### src/rtl/msk_mod_tx.sv
// msk_mod_tx: burst MSK modulator, AXI-Stream bytes in, continuous-phase I/Q out.
// Frame = preamble, payload bytes MSB-first, zero tail; h=0.5, OSF samples/symbol.
module msk_mod_tx #(
   parameter int          OSF       = 20,
   parameter int          WO        = 16,
   parameter int          AMP       = 30000,
   parameter int          PRE_BITS  = 32,
   parameter logic [31:0] PRE_PAT   = 32'h33333333,
   parameter int          TAIL_BITS = 4
) (
   input  logic          clk,
   input  logic          rst,
   input  logic          smp_en,
   input  logic          tx_en,
   input  logic [7:0]    s_tdata,
   input  logic          s_tvalid,
   input  logic          s_tlast,
   output logic          s_tready,
   output logic [WO-1:0] i_out,
   output logic [WO-1:0] q_out,
   output logic          iq_val,
   output logic          sym_stb,
   output logic          busy,
   output logic          underrun
);
   localparam int  NPH = 4 * OSF;
   localparam int  IW  = $clog2(NPH);
   localparam int  SW  = $clog2(OSF + 1);
   localparam int  BW  = 6;
   localparam real PI  = 3.14159265358979323846;

   localparam logic [1:0] S_IDLE = 2'd0;
   localparam logic [1:0] S_PRE  = 2'd1;
   localparam logic [1:0] S_DATA = 2'd2;
   localparam logic [1:0] S_TAIL = 2'd3;

   function automatic logic [WO-1:0] lut(input int k, input logic sn);
      real a;
      real v;
      a = 2.0 * PI * real'(k) / real'(NPH);
      v = real'(AMP) * (sn ? $sin(a) : $cos(a));
      return WO'(v >= 0.0 ? $rtoi(v + 0.5) : $rtoi(v - 0.5));
   endfunction

   logic [WO-1:0] cos_tab [NPH];
   logic [WO-1:0] sin_tab [NPH];

   for (genvar k = 0; k < NPH; k++) begin : g_lut
      assign cos_tab[k] = lut(k, 1'b0);
      assign sin_tab[k] = lut(k, 1'b1);
   end

   logic [1:0]    state;
   logic [IW-1:0] idx;
   logic [SW-1:0] sc;
   logic [BW-1:0] bc;
   logic [31:0]   shreg;
   logic          cur_last;
   logic [7:0]    buf_data;
   logic          buf_last;
   logic          buf_vld;

   logic          sc_last;
   logic          pre_end;
   logic          data_end;
   logic          data_last;
   logic          data_next;
   logic          data_fill;
   logic          tail_end;
   logic          load;
   logic          unload;
   logic          buf_vld_n;
   logic [IW-1:0] idx_nx;

   // bit boundaries only count on a sample strobe, so they fold in smp_en
   always_comb begin
      sc_last   = (sc == SW'(OSF - 1));
      pre_end   = smp_en && sc_last && (state == S_PRE)
                  && (bc == BW'(PRE_BITS - 1));
      data_end  = smp_en && sc_last && (state == S_DATA)
                  && (bc == BW'(7));
      data_last = data_end && cur_last;
      data_next = data_end && !cur_last && buf_vld;
      data_fill = data_end && !cur_last && !buf_vld;
      tail_end  = smp_en && sc_last && (state == S_TAIL)
                  && (bc == BW'(TAIL_BITS - 1));
      load      = s_tvalid && s_tready;
      unload    = pre_end || data_next;
      buf_vld_n = (buf_vld && !unload) || load;
      if (shreg[31])
         idx_nx = (idx == IW'(NPH - 1)) ? '0 : idx + 1'b1;
      else
         idx_nx = (idx == '0) ? IW'(NPH - 1) : idx - 1'b1;
   end

   assign busy = (state != S_IDLE);

   always_ff @(posedge clk) begin
      if (rst) begin
         state    <= S_IDLE;
         idx      <= '0;
         sc       <= '0;
         bc       <= '0;
         shreg    <= '0;
         cur_last <= 1'b0;
         buf_data <= '0;
         buf_last <= 1'b0;
         buf_vld  <= 1'b0;
         s_tready <= 1'b0;
         i_out    <= '0;
         q_out    <= '0;
         iq_val   <= 1'b0;
         sym_stb  <= 1'b0;
         underrun <= 1'b0;
      end else begin
         iq_val   <= 1'b0;
         sym_stb  <= 1'b0;
         underrun <= 1'b0;
         buf_vld  <= buf_vld_n;
         s_tready <= ~buf_vld_n;
         if (load) begin
            buf_data <= s_tdata;
            buf_last <= s_tlast;
         end
         if (state == S_IDLE) begin
            i_out <= '0;
            q_out <= '0;
            if (tx_en && buf_vld) begin
               state <= S_PRE;
               idx   <= '0;
               sc    <= '0;
               bc    <= '0;
               shreg <= PRE_PAT << (32 - PRE_BITS);
            end
         end else if (smp_en) begin
            i_out   <= cos_tab[idx];
            q_out   <= sin_tab[idx];
            iq_val  <= 1'b1;
            sym_stb <= (sc == '0);
            idx     <= tail_end ? '0 : idx_nx;
            sc      <= sc_last ? '0 : sc + 1'b1;
            if (sc_last) begin
               bc    <= bc + 1'b1;
               shreg <= {shreg[30:0], 1'b0};
            end
            unique case (1'b1)
               pre_end: begin
                  state    <= S_DATA;
                  bc       <= '0;
                  shreg    <= {buf_data, 24'd0};
                  cur_last <= buf_last;
               end
               data_last: begin
                  state <= S_TAIL;
                  bc    <= '0;
                  shreg <= '0;
               end
               data_next: begin
                  bc       <= '0;
                  shreg    <= {buf_data, 24'd0};
                  cur_last <= buf_last;
               end
               data_fill: begin
                  bc       <= '0;
                  shreg    <= {8'h33, 24'd0};
                  cur_last <= 1'b0;
                  underrun <= 1'b1;
               end
               tail_end: state <= S_IDLE;
               default: ;
            endcase
         end
      end
   end

endmodule

### config.mk
export PLATFORM = sky130hd
export DESIGN_NAME = msk_mod_tx
export DESIGN_NICKNAME = d
export VERILOG_FILES = /design/src/rtl/msk_mod_tx.sv
export SDC_FILE = /design/constraint.sdc
export NUM_CORES = 1
export LEC_CHECK = 0
export ABC_CLOCK_PERIOD_IN_PS = 8500
export CAP_MARGIN = 20
export CORE_MARGIN = 5
export CORE_UTILIZATION = 29
export CTS_BUF_LIST = sky130_fd_sc_hd__clkbuf_4 sky130_fd_sc_hd__clkbuf_8
export DETAILED_ROUTE_END_ITERATION = 6
export GPL_TIMING_DRIVEN = 0
export PLACE_DENSITY_LB_ADDON = 0.25
export SLEW_MARGIN = 20
export SYNTH_ARGS = -nofsm -noshare
export SYNTH_HDL_FRONTEND = slang
export SYNTH_SLANG_ARGS = --single-unit
export TNS_END_PERCENT = 10
### constraint.sdc
create_clock -name clk -period 8.5 [get_ports clk]
set_clock_uncertainty 0.15 [all_clocks]
set_input_delay 1.7 -clock clk [delete_from_list [all_inputs] [get_ports clk]]
set_output_delay 1.7 -clock clk [all_outputs]
set_load 0.03 [all_outputs]
==> flow_summary.json <==
{
  "boundaryPins": 51,
  "drc": 2,
  "endpoint_kind": "flip-flop",
  "final_cell_mix": "dfxtp_1, nor2_1, a21oi_1",
  "crit_fanout": 16,
  "track_usage_pct": 29.7,
  "layout.nets": 1092,
  "total_power_w": 0.000982,
  "layout_commonest_cell": "dfxtp_1",
  "setup_viol": 0,
  "crit_slowest_cell": "a2111oi_1",
  "reg2reg_slack_ns": 2.62,
  "vias": 9142,
  "grt_antenna_before_repair": 1,
  "drt-vias-per-instance": 6.57,
  "cts_sinks": 99,
  "antenna_left": 0,
  "slowest_delay_ns": 1.03,
  "worstReg2RegStart": "idx[0]",
  "p_sw_share_pct": 34.6,
  "clockPowerShare_pct": 35.1,
  "power.density_nw_per_um2": 114,
  "filler_cell_count": 2773,
  "detail_route.iter0.violations": 1269,
  "synth_enable_flop_cells": 0,
  "ys_seq_elements": 99,
  "timing.final.crit_period_ns": 5.88,
  "numCtsBuffers": 9,
  "place_congestion": 1.07,
  "yosys_warnings": 0,
  "dpl.hpwl_um": 32300,
  "slew-limit-headroom_pct": 24.3,
  "dieWidth_um": 171,
  "setup.worst_path.class": "flip-flop to flip-flop",
  "p_leak_nw": 2.94,
  "multi_input_area_um2": 4910,
  "chipHeight_um": 171,
  "wire_per_inst_um": 31.8,
  "port_buffers": 49,
  "syn-mean-instance-area_um2": 7.52,
  "async_flop_share_pct": 0,
  "hold_viol": 0,
  "setup_tns_ns": 0,
  "synth_cell_types": 90,
  "cts_max_level": 3,
  "grt_overflow": 0,
  "synth_flop_cell": "dfxtp_1",
  "grt_pass1_vias": 8774,
  "holdCritStartpoint": "buf_last",
  "whs_path_depth": 2,
  "hold_buffers": 0,
  "synth_fp_nets": 1032,
  "syn_area_um2": 7500,
  "cp_common_cell": "buf_2",
  "critPathBufInv": 4,
  "coreArea_um2": 25300,
  "status": "finished, violations left",
  "fmax_ghz": 0.170,
  "synthToLayoutAreaGrowth_pct": 15.0,
  "area.sequential_um2": 1980,
  "hold_class": "flip-flop to flip-flop",
  "drt-total-wl_um": 44200,
  "cts_resized": 0,
  "placementRows": 58,
  "max-cap-violations": 0,
  "cts-root-buf": "clkbuf_8",
  "drt_pre_antenna_iters": 7,
  "clockBufferDepth": 2,
  "p_seq_share_pct": 49.1,
  "ir_drop_uv": 76.2,
  "final_area_um2": 8620,
  "p_int_w": 0.000642,
  "post_dp_cell_area_um2": 8410,
  "rsz0062_at_grt": "false",
  "cts.clk_slew.worst_paths_ns": 0.12,
  "reg2reg_depth": 10,
  "p_comb_share_pct": 15.8,
  "floorplan.initialDensity_pct": 29.6,
  "required_ns": 8.62,
  "ys_seq_area_share_pct": 26.4,
  "p_switching_w": 0.000340,
  "synthCells": 997,
  "die_area_um2": 29200,
  "clkLatencyLatePin_ns": 0.42,
  "grt_max_degree": 22,
  "final_max_slew_viol_count": 0,
  "postCtsSetupBuffers": 0,
  "r2r_end": "q_out[1]",
  "cts_tree": "done",
  "fin_crit_sh_pct": 69.2,
  "layout-drive-gt1-share_pct": 10.8,
  "grt_pass1_wl_um": 63500,
  "min_to": "buf_last",
  "crit_family": "buffers and inverters",
  "antenna_cells_inserted": 0,
  "worstPathArrival_ns": 6.00,
  "violations": "design-rule violations",
  "fin_util_pct": 34.0,
  "worst_pin_slew_ns": 1.11,
  "cp_cell_sequence": "buf_2 > buf_2 > clkinv_1 > ha_1 > clkbuf_1 > nor2b_1 > a221oi_1 > o22ai_1 > a2111oi_1 > o21ai_1",
  "critPathLaunchType": "flip-flop"
}
-- metrics by stage --
stage	worst slack (ns)	cells	hold WS (ns)
4_1_cts	2.98	1392	0.323
3_3_place_gp	2.53	1376	0.297
2_1_floorplan	5.44	997	0.286
5_1_grt	2.72	1392	0.346
6_report	2.62	1392	0.321
3_5_place_dp	3.03	1376	0.305
-- cells by family after synthesis --
logic type / synth area share [%]
XOR/XNOR: 1.40
buffers and inverters: 8.14
AO/OA/AOI/OAI: 33.4
AND/OR/NAND/NOR: 24.5
multiplexers: 2.59
flip-flops: 26.4
adder cells (fa/ha/maj): 3.50
-- synth_stat cells (all sizes together), types with 7 or more instances --
library cell	count	share of area, %
o211ai	21	2.1
a2111oi	7	0.82
o21ai	67	4.5
and2	10	0.85
clkbuf	41	2.1
nand4	10	0.83
inv	23	1.2
or2	8	0.67
nor3	40	2.8
a311oi	10	1.4
nand3	21	1.4
o31ai	8	0.80
o311ai	13	1.5
a31oi	14	1.2
o221ai	17	2.0
dfxtp	99	26
ha	21	3.5
a221oi	10	1.2
a22oi	7	0.70
a211oi	17	1.7
nor2	95	4.9
mux2i	7	0.93
buf	61	4.8
o22ai	12	1.0
a21oi	89	6.0
nand2b	29	2.5
xnor2	8	0.93
a32oi	16	1.9
nor2b	25	2.1
nand2	84	4.2
-- metal layers --
layer / part of all wire (%) / track usage (%) / up-vias
li1: - / - / 3849
met1: 39 / 37.0 / 4415
met2: 43 / 46.5 / 659
met3: 9.6 / 6.86 / 219
met4: 8.5 / 18.6 / 0
met5: 0 / 0 / -
-- registers in the layout (all words and copies together) (netlist names) --
| signal | cells |
|---|---|
| bc | 6 |
| buf_data | 8 |
| buf_last | 1 |
| buf_vld | 1 |
| cur_last | 1 |
| i_out | 16 |
| idx | 7 |
| iq_val | 1 |
| q_out | 16 |
| s_tready | 1 |
| sc | 5 |
| shreg | 32 |
| state | 2 |
| sym_stb | 1 |
| underrun | 1 |
-- worst reg2reg max path: cells and delay by family, from the launching register on --
family          cells  cell delay, ns
buf+inv             4            2.12
compound gates      4            1.84
flops               1            0.63
simple gates        1            0.26
fa+ha+maj           1            0.74
-- cell type report --
class,count,area share (%)
flip-flops and latches,99,23.0
multi-input cells,771,57.0
repair buffers,49,5.69
well taps,330,4.79
inverters,25,1.09
clock inverters,7,1.06
clock buffers,9,1.44
plain buffers,102,5.99
-- worst max path at each step --
stage	startpoint	end	slack, ns	depth (start not counted)
after global routing	idx[0]	q_out[1]	2.72	10
after CTS	idx[0]	q_out[1]	2.98	10
after global placement	idx[0]	q_out[1]	2.53	10
after detailed placement	idx[0]	q_out[1]	3.03	10
after floorplan	smp_en	i_out[9]	5.44	7
final	idx[0]	q_out[1]	2.62	10
-- power groups by stage --
stage	clock [W]	sequential, W	combinational [W]
final	0.000345	0.000482	0.000155
after detailed placement	0	0.000492	0.000148
after CTS	0.000350	0.000482	0.000148
after global placement	0	0.000492	0.000150
after global routing	0.000368	0.000484	0.000162
after floorplan	0	0.000493	0.0000840
Power figures use the tool's default switching activity.
